<file path="config.mk">
export PLATFORM = sky130hd
export DESIGN_NAME = sram_march_bist
export DESIGN_NICKNAME = d
export VERILOG_FILES = /design/src/rtl/sram_march_bist.sv
export SDC_FILE = /design/constraint.sdc
export NUM_CORES = 1
export LEC_CHECK = 0
export CORE_ASPECT_RATIO = 1.75
export CORE_MARGIN = 1.5
export CORE_UTILIZATION = 40
export CTS_CLUSTER_SIZE = 10
export DETAILED_ROUTE_END_ITERATION = 8
export GPL_TIMING_DRIVEN = 1
export PLACE_DENSITY_LB_ADDON = 0.08
export SLEW_MARGIN = 25
export SYNTH_ARGS = -nofsm -noshare
export SYNTH_HDL_FRONTEND = slang
export SYNTH_SLANG_ARGS = --single-unit
</file>
<file path="constraint.sdc">
create_clock -name clk -period 5 [get_ports clk]
set_clock_uncertainty 0.2 [all_clocks]
set_input_delay 1.5 -clock clk [delete_from_list [all_inputs] [get_ports clk]]
set_output_delay 1.5 -clock clk [all_outputs]
set_load 0.1 [all_outputs]
</file>
<file path="src/rtl/sram_march_bist.sv">
// March C- BIST controller for a single-port SRAM BIST port group.
// Runs all six march elements over the full array. It reports pass/fail,
// a saturating error count and the details of the first mismatch.
module sram_march_bist #(
  parameter int ADDR_W   = 10,
  parameter int DATA_W   = 8,
  parameter int READ_LAT = 1,
  parameter int ERR_W    = 16
) (
  input  logic              clk,
  input  logic              rst_n,
  input  logic              start,
  output logic              busy,
  output logic              done,
  output logic              pass,
  output logic [ERR_W-1:0]  err_count,
  output logic [ADDR_W-1:0] fail_addr,
  output logic [2:0]        fail_elem,
  output logic [DATA_W-1:0] fail_data,
  output logic              bist_en,
  output logic              bist_men,
  output logic              bist_wen,
  output logic              bist_ren,
  output logic [ADDR_W-1:0] bist_addr,
  output logic [DATA_W-1:0] bist_din,
  output logic [DATA_W-1:0] bist_bm,
  input  logic [DATA_W-1:0] bist_dout
);

  typedef enum logic [1:0] {S_IDLE, S_RUN, S_DRAIN, S_DONE} state_t;

  // One in-flight read: expected data plus where it came from.
  typedef struct packed {
    logic              vld;
    logic [DATA_W-1:0] exp;
    logic [ADDR_W-1:0] addr;
    logic [2:0]        elem;
  } cmp_t;

  localparam int                DW    = (READ_LAT > 1) ? $clog2(READ_LAT) : 1;
  localparam logic [ADDR_W-1:0] A_MAX = {ADDR_W{1'b1}};
  localparam logic [DATA_W-1:0] D_ONE = {DATA_W{1'b1}};
  localparam logic [ERR_W-1:0]  E_MAX = {ERR_W{1'b1}};

  state_t             r_state, w_state_nx;
  logic [2:0]         r_elem, w_elem_nx;
  logic [ADDR_W-1:0]  r_addr, w_addr_nx;
  logic               r_ph, w_ph_nx;
  logic [DW-1:0]      r_dcnt;
  cmp_t [READ_LAT:0]  r_pipe;
  logic               w_start_ok, w_run_nx, w_busy_nx, w_rd_nx, w_mis;
  logic [ERR_W-1:0]   w_err_nx;

  // Element 0 is write-only, element 5 read-only; others are read then write.
  function automatic logic f_is_rd(input logic [2:0] e, input logic ph);
    return (e != 3'd0) && !ph;
  endfunction
  function automatic logic f_last_ph(input logic [2:0] e, input logic ph);
    return (e == 3'd0) || (e == 3'd5) || ph;
  endfunction
  function automatic logic f_down(input logic [2:0] e);
    return (e == 3'd3) || (e == 3'd4);
  endfunction
  function automatic logic [DATA_W-1:0] f_rd_val(input logic [2:0] e);
    return ((e == 3'd2) || (e == 3'd4)) ? D_ONE : '0;
  endfunction
  function automatic logic [DATA_W-1:0] f_wr_val(input logic [2:0] e);
    return ((e == 3'd1) || (e == 3'd3)) ? D_ONE : '0;
  endfunction

  assign w_start_ok = start && ((r_state == S_IDLE) || (r_state == S_DONE));
  assign w_run_nx   = (w_state_nx == S_RUN);
  assign w_busy_nx  = (w_state_nx == S_RUN) || (w_state_nx == S_DRAIN);
  assign w_rd_nx    = f_is_rd(w_elem_nx, w_ph_nx);
  assign w_mis      = r_pipe[READ_LAT].vld && (bist_dout != r_pipe[READ_LAT].exp);
  assign w_err_nx   = (w_mis && (err_count != E_MAX)) ? err_count + 1'b1 : err_count;

  // State register.
  always_ff @(posedge clk or negedge rst_n) begin
    if (!rst_n) r_state <= S_IDLE;
    else        r_state <= w_state_nx;
  end

  // Next state and next march op (element, address, op phase).
  always_comb begin
    w_state_nx = r_state;
    w_elem_nx  = r_elem;
    w_addr_nx  = r_addr;
    w_ph_nx    = r_ph;
    case (r_state)
      S_IDLE, S_DONE: begin
        if (start) begin
          w_state_nx = S_RUN;
          w_elem_nx  = 3'd0;
          w_addr_nx  = '0;
          w_ph_nx    = 1'b0;
        end
      end
      S_RUN: begin
        if (!f_last_ph(r_elem, r_ph)) begin
          w_ph_nx = 1'b1;
        end else begin
          w_ph_nx = 1'b0;
          if (r_addr == (f_down(r_elem) ? '0 : A_MAX)) begin
            if (r_elem == 3'd5) begin
              w_state_nx = S_DRAIN;
            end else begin
              w_elem_nx = r_elem + 3'd1;
              w_addr_nx = f_down(r_elem + 3'd1) ? A_MAX : '0;
            end
          end else begin
            w_addr_nx = f_down(r_elem) ? r_addr - 1'b1 : r_addr + 1'b1;
          end
        end
      end
      S_DRAIN: if (r_dcnt == DW'(READ_LAT - 1)) w_state_nx = S_DONE;
      default: w_state_nx = S_IDLE;
    endcase
  end

  // Op counters, registered strobes, compare pipeline and result capture.
  always_ff @(posedge clk or negedge rst_n) begin
    if (!rst_n) begin
      r_elem    <= '0;
      r_addr    <= '0;
      r_ph      <= 1'b0;
      r_dcnt    <= '0;
      r_pipe    <= '0;
      busy      <= 1'b0;
      done      <= 1'b0;
      pass      <= 1'b0;
      err_count <= '0;
      fail_addr <= '0;
      fail_elem <= '0;
      fail_data <= '0;
      bist_en   <= 1'b0;
      bist_men  <= 1'b0;
      bist_wen  <= 1'b0;
      bist_ren  <= 1'b0;
      bist_addr <= '0;
      bist_din  <= '0;
      bist_bm   <= '0;
    end else begin
      r_elem    <= w_elem_nx;
      r_addr    <= w_addr_nx;
      r_ph      <= w_ph_nx;
      r_dcnt    <= (r_state == S_DRAIN) ? r_dcnt + DW'(1) : '0;
      busy      <= w_busy_nx;
      bist_en   <= w_busy_nx;
      bist_bm   <= w_busy_nx ? D_ONE : '0;
      bist_men  <= w_run_nx;
      bist_wen  <= w_run_nx && !w_rd_nx;
      bist_ren  <= w_run_nx && w_rd_nx;
      bist_addr <= w_run_nx ? w_addr_nx : '0;
      bist_din  <= (w_run_nx && !w_rd_nx) ? f_wr_val(w_elem_nx) : '0;
      // Stage 0 launches with the read strobe; the last stage lines up with dout.
      r_pipe[0] <= '{vld: w_run_nx && w_rd_nx, exp: f_rd_val(w_elem_nx),
                     addr: w_addr_nx, elem: w_elem_nx};
      for (int i = 1; i <= READ_LAT; i++) r_pipe[i] <= r_pipe[i-1];
      if (w_start_ok) begin
        done      <= 1'b0;
        pass      <= 1'b0;
        err_count <= '0;
        fail_addr <= '0;
        fail_elem <= '0;
        fail_data <= '0;
      end else begin
        err_count <= w_err_nx;
        if (w_mis && (err_count == '0)) begin
          fail_addr <= r_pipe[READ_LAT].addr;
          fail_elem <= r_pipe[READ_LAT].elem;
          fail_data <= bist_dout;
        end
        // The final compare lands on this same edge, so use the updated count.
        if ((r_state == S_DRAIN) && (w_state_nx == S_DONE)) begin
          done <= 1'b1;
          pass <= (w_err_nx == '0);
        end
      end
    end
  end

endmodule

</file>
### Word-level counts from Yosys, hierarchy flattened

Index checks and enable logic that the tools add are counted.

| word-level totals | value |
|---|---|
| bits in registers | 116 |
| latch bits | 0 |
| bits in writable memories | 0 |
| memory bits (read-only) | 0 |
| input bits | 11 |
| output and inout port bits | 70 |
| logic and storage cells | 112 |
| memories | 0 |

| operators by class | value |
|---|---|
| $add $sub $neg | 5 |
| multiply operators | 0 |
| divide/modulo/power cells | 0 |
| order comparisons | 0 |
| eq/ne operators | 18 |
| shift operators | 0 |
| multiplexer cells | 40 |
| bitwise operators | 0 |
| reductions and logical operators | 26 |

Operators by type and width:

| kind | count |
|---|---|
| $mux W10 | 10 |
| $mux W8 | 6 |
| $logic_not A16 Y1 | 2 |
| $mux W16 | 2 |
| $pmux W10 S2 | 1 |
| $mux W3 | 6 |
| $add A16 B1 Y16 const B | 1 |
| $ne A16 B16 Y1 const B | 1 |
| $eq A3 B2 Y1 const B | 4 |
| $eq A3 B3 Y1 const B | 4 |
| $add A10 B1 Y10 const B | 1 |
| $eq A10 B10 Y1 | 1 |
| $mux W2 | 5 |
| $sub A10 B1 Y10 const B | 1 |
| $eq A2 B2 Y1 const B | 4 |
| $logic_and A1 B1 Y1 | 8 |
| $logic_or A1 B1 Y1 | 8 |
| $ne A8 B8 Y1 | 1 |
| $mux W1 | 7 |
| $pmux W2 S3 | 1 |
| $pmux W3 S2 | 1 |
| $eq A2 B1 Y1 const B | 2 |
| $reduce_bool A2 Y1 | 2 |
| $add A3 B1 Y3 const B | 1 |
| other kinds (8) | 9 |

### Depth between registers and ports, before layout

| depth | value |
|---|---|
| depth after elaboration | 12 |
| mapped depth | 16 |
| mapped depth without buffers | 16 |

### Worst setup path after synthesis

No wires, ideal clock.

| timing | value |
|---|---|
| path kind | register -> register |
| start point | reg, netlist name r_pipe[0] |
| end point | reg pass |
| arrival | 3.321 ns |
| path slack | 1.351 ns |
| cell stages (with the launch flop) | 17 |
| path buffers | 0 |
| clock period less this slack | 3.649 ns |
| cell sequence | dfrtp_1 -> inv_1 -> ha_1 -> mux2_2 -> ha_1 -> nand4_1 -> or2_2 -> nor2_1 -> nand2_1 -> a21oi_1 -> nor2_1 -> o32a_1 -> ha_1 -> nand2_1 -> a211oi_2 -> nand4_1 -> o22ai_2 |

RTL lines:

| element | RTL line | RTL |
|---|---|---|
| end signal, assigned | 177 | `pass <= (w_err_nx == '0);` |
| end, declared | 15 | `output logic pass,` |

==> results.json <==
{
  "status": "finished clean",
  "multi_input_comb_area_um2": 2150,
  "grt-ovfl-total": 0,
  "cp_slowest_cell": "ha_1",
  "n_antenna_cell": 0,
  "ys_seq_elements": 87,
  "die_y_um": 144,
  "finalCritPeriodShare_pct": 85.7,
  "place_congestion": 0.927,
  "grt_pass1_vias": 3524,
  "io_buffers": 80,
  "nets": 538,
  "pin_count": 81,
  "wl_um": 11100,
  "gr-usage-all-layers_pct": 19.0,
  "crit_fanout": 17,
  "postSynth.asyncResetShare_pct": 100,
  "layout_commonest_cell": "dfrtp_1",
  "ys.flop_type": "dfrtp_1",
  "synth_edf_count": 0,
  "ir_worst_vdd_uv": 325,
  "syn_area_um2": 4560,
  "final.fill_count": 1030,
  "cts-htree-levels": 3,
  "netlist_instances": 446,
  "dr.pass1.iters": 4,
  "slew_viol_final": 0,
  "worstSetupEndpointType": "flop",
  "leakage_nw": 2.52,
  "hold_violations": 0,
  "path_common_cell": "ha_1",
  "finalCoreUtilization_pct": 51.0,
  "drtIter0Drc": 134,
  "crit_chain": "inv_1 > ha_1 > mux2_2 > ha_1 > nand4_1 > or2_2 > nor2_1 > nand2_1 > a21oi_1 > nor2_1 > o32a_1 > ha_1 > inv_1 > nor3_1",
  "cts_max_path_buffers": 2,
  "p_per_area_nw_per_um2": 409,
  "clk-insertion-delay-late_ns": 0.34,
  "final_layout_size_suffix_gt1_share_pct": 6.82,
  "post-cts-setup-buffer-count": 0,
  "clock_sinks": 87,
  "fmax_mhz": 233,
  "tightest_slew_ns": 0.998,
  "crit_arrival_ns": 4.29,
  "most-common-layout-cells": "dfrtp_1, clkdlybuf4s50_1, nor2_1",
  "hp-class": "flop to flop",
  "cts_made_buffers": 9,
  "syn_nets": 476,
  "antenna_found_initial": 0,
  "yosys_warnings": 0,
  "holdBufCountCts": 0,
  "rows": 51,
  "relSlewSlack_pct": 33.3,
  "setup_viol": 0,
  "via_count": 3536,
  "setup.worst_path.class": "flop to flop",
  "avgSynthCellArea_um2": 10.2,
  "fin_setup_tns_ns": 0,
  "cpPeakStageDelay_ns": 0.43,
  "cts_tree": "built",
  "grt_pass1_wl_um": 17800,
  "dp_hpwl_um": 8340,
  "core_area_um2": 11100,
  "areaGrowthSynthToFinish_pct": 24.2,
  "cp_num_buf_inv": 2,
  "maxCapViolCount": 0,
  "fp.dieW_um": 83.8,
  "cts-root-buf": "clkbuf_16",
  "min_period_ns": 4.29,
  "synthDistinctLibCells": 55,
  "ys_seq_area_share_pct": 47.7,
  "required_ns": 5.00,
  "ctsResizeCount": 0,
  "cp-start-kind": "flop",
  "initial_core_util_pct": 41.1,
  "dieArea_um2": 12100,
  "wl_per_cell_um": 17.2,
  "rsz0062_at_grt": "no",
  "grt_max_degree": 67,
  "antenna_left": 0,
  "drc_errors": 0,
  "viasPerCell": 5.48,
  "regArea_um2": 2180,
  "cts.clk_slew.worst_paths_ns": 0.07,
  "path_delay_family": "simple AND/OR/NAND/NOR gates"
}
## cells in the mapped netlist, types with 4 or more instances
master	instances	area, um2
ha_1	18	225
buf_2	8	40.0
mux2i_1	26	260
nor4_1	5	31.3
and3_1	9	56.3
a21o_1	8	60.1
nand3_1	7	35.0
and2_1	12	75.1
xor2_1	11	96.3
dfrtp_1	87	2180
nor3_1	12	60.1
nor2_1	60	225
inv_1	11	41.3
o21ai_0	11	55.1
nand2b_1	4	25.0
mux2_2	4	45.0
xnor2_1	13	114
nand2_1	27	101
nor2b_1	6	37.5
buf_4	18	135
a21oi_1	13	65.1
nand4_1	15	93.8
clkbuf_1	7	26.3
o21a_1	6	45.0
## sequential cells by signal (all words and copies together) (netlist names), 2 cells and up
signal	flops
r_state	2
bist_addr	10
fail_data	8
err_count	16
r_pipe	30
fail_elem	3
fail_addr	10
## worst paths after layout
| check | end | cells past startpoint | start | slack [ns] |
|---|---|---|---|---|
| setup / recovery | r_pipe[21] | 14 | r_pipe[0] | 0.71 |
| hold / removal | r_pipe[41] | 0 | r_pipe[19] | 0.17 |
| setup reg to reg | r_pipe[21] | 14 | r_pipe[0] | 0.71 |
| hold reg to reg | r_pipe[41] | 0 | r_pipe[19] | 0.17 |
| max in group asynchronous | fail_addr[4] | 2 | rst_n | 2.76 |
| min in group asynchronous | err_count[15] | 1 | rst_n | 1.05 |
## logic make-up after synthesis
logic type	share of synthesized area, %
fa+ha+maj	5.37
xor+xnor	4.61
compound gates	11.2
mux	6.69
buf+inv	5.32
simple gates	19.1
flops	47.7
## power breakdown
group | switching, W | internal [W]
Clock | 0.000284 | 0.000407
Sequential | 0.0000394 | 0.000750
Combinational | 0.000648 | 0.000190
## cell type report
cell class / instances / share of cell area, %
well taps: 132 / 2.91
inverters: 11 / 0.728
clock buffers: 11 / 4.28
repair buffers: 84 / 14.6
flip-flops and latches: 87 / 38.4
clock inverters: 5 / 1.13
multi-input cells: 315 / 37.9
## per-stage QoR
| stage | hold slack [ns] | instance area, um2 | instances | power [W] | setup slack, ns |
|---|---|---|---|---|---|
| finish | 0.170 | 5670 | 645 | 0.00232 | 0.715 |
| global placement | 0.137 | 5360 | 629 | 0.00164 | 0.741 |
| detailed placement | 0.153 | 5360 | 629 | 0.00164 | 0.697 |
| CTS | 0.169 | 5670 | 645 | 0.00235 | 0.739 |
| floorplan | 0.131 | 4560 | 446 | 0.00147 | 1.35 |
| global route | 0.175 | 5670 | 645 | 0.00241 | 0.439 |
## layer usage
metal  share of wire, %  global-route usage [%]  up-vias  wire length (um)
li1                   -                       -     1688                 -
met1                 39                    20.3     1734              4310
met2                 55                    35.1       85              6050
met3                2.6                    3.42       29               284
met4                4.1                    10.5        0               453
met5                  0                       0        -                 0
Note: power is estimated with default switching activity, not from simulation.
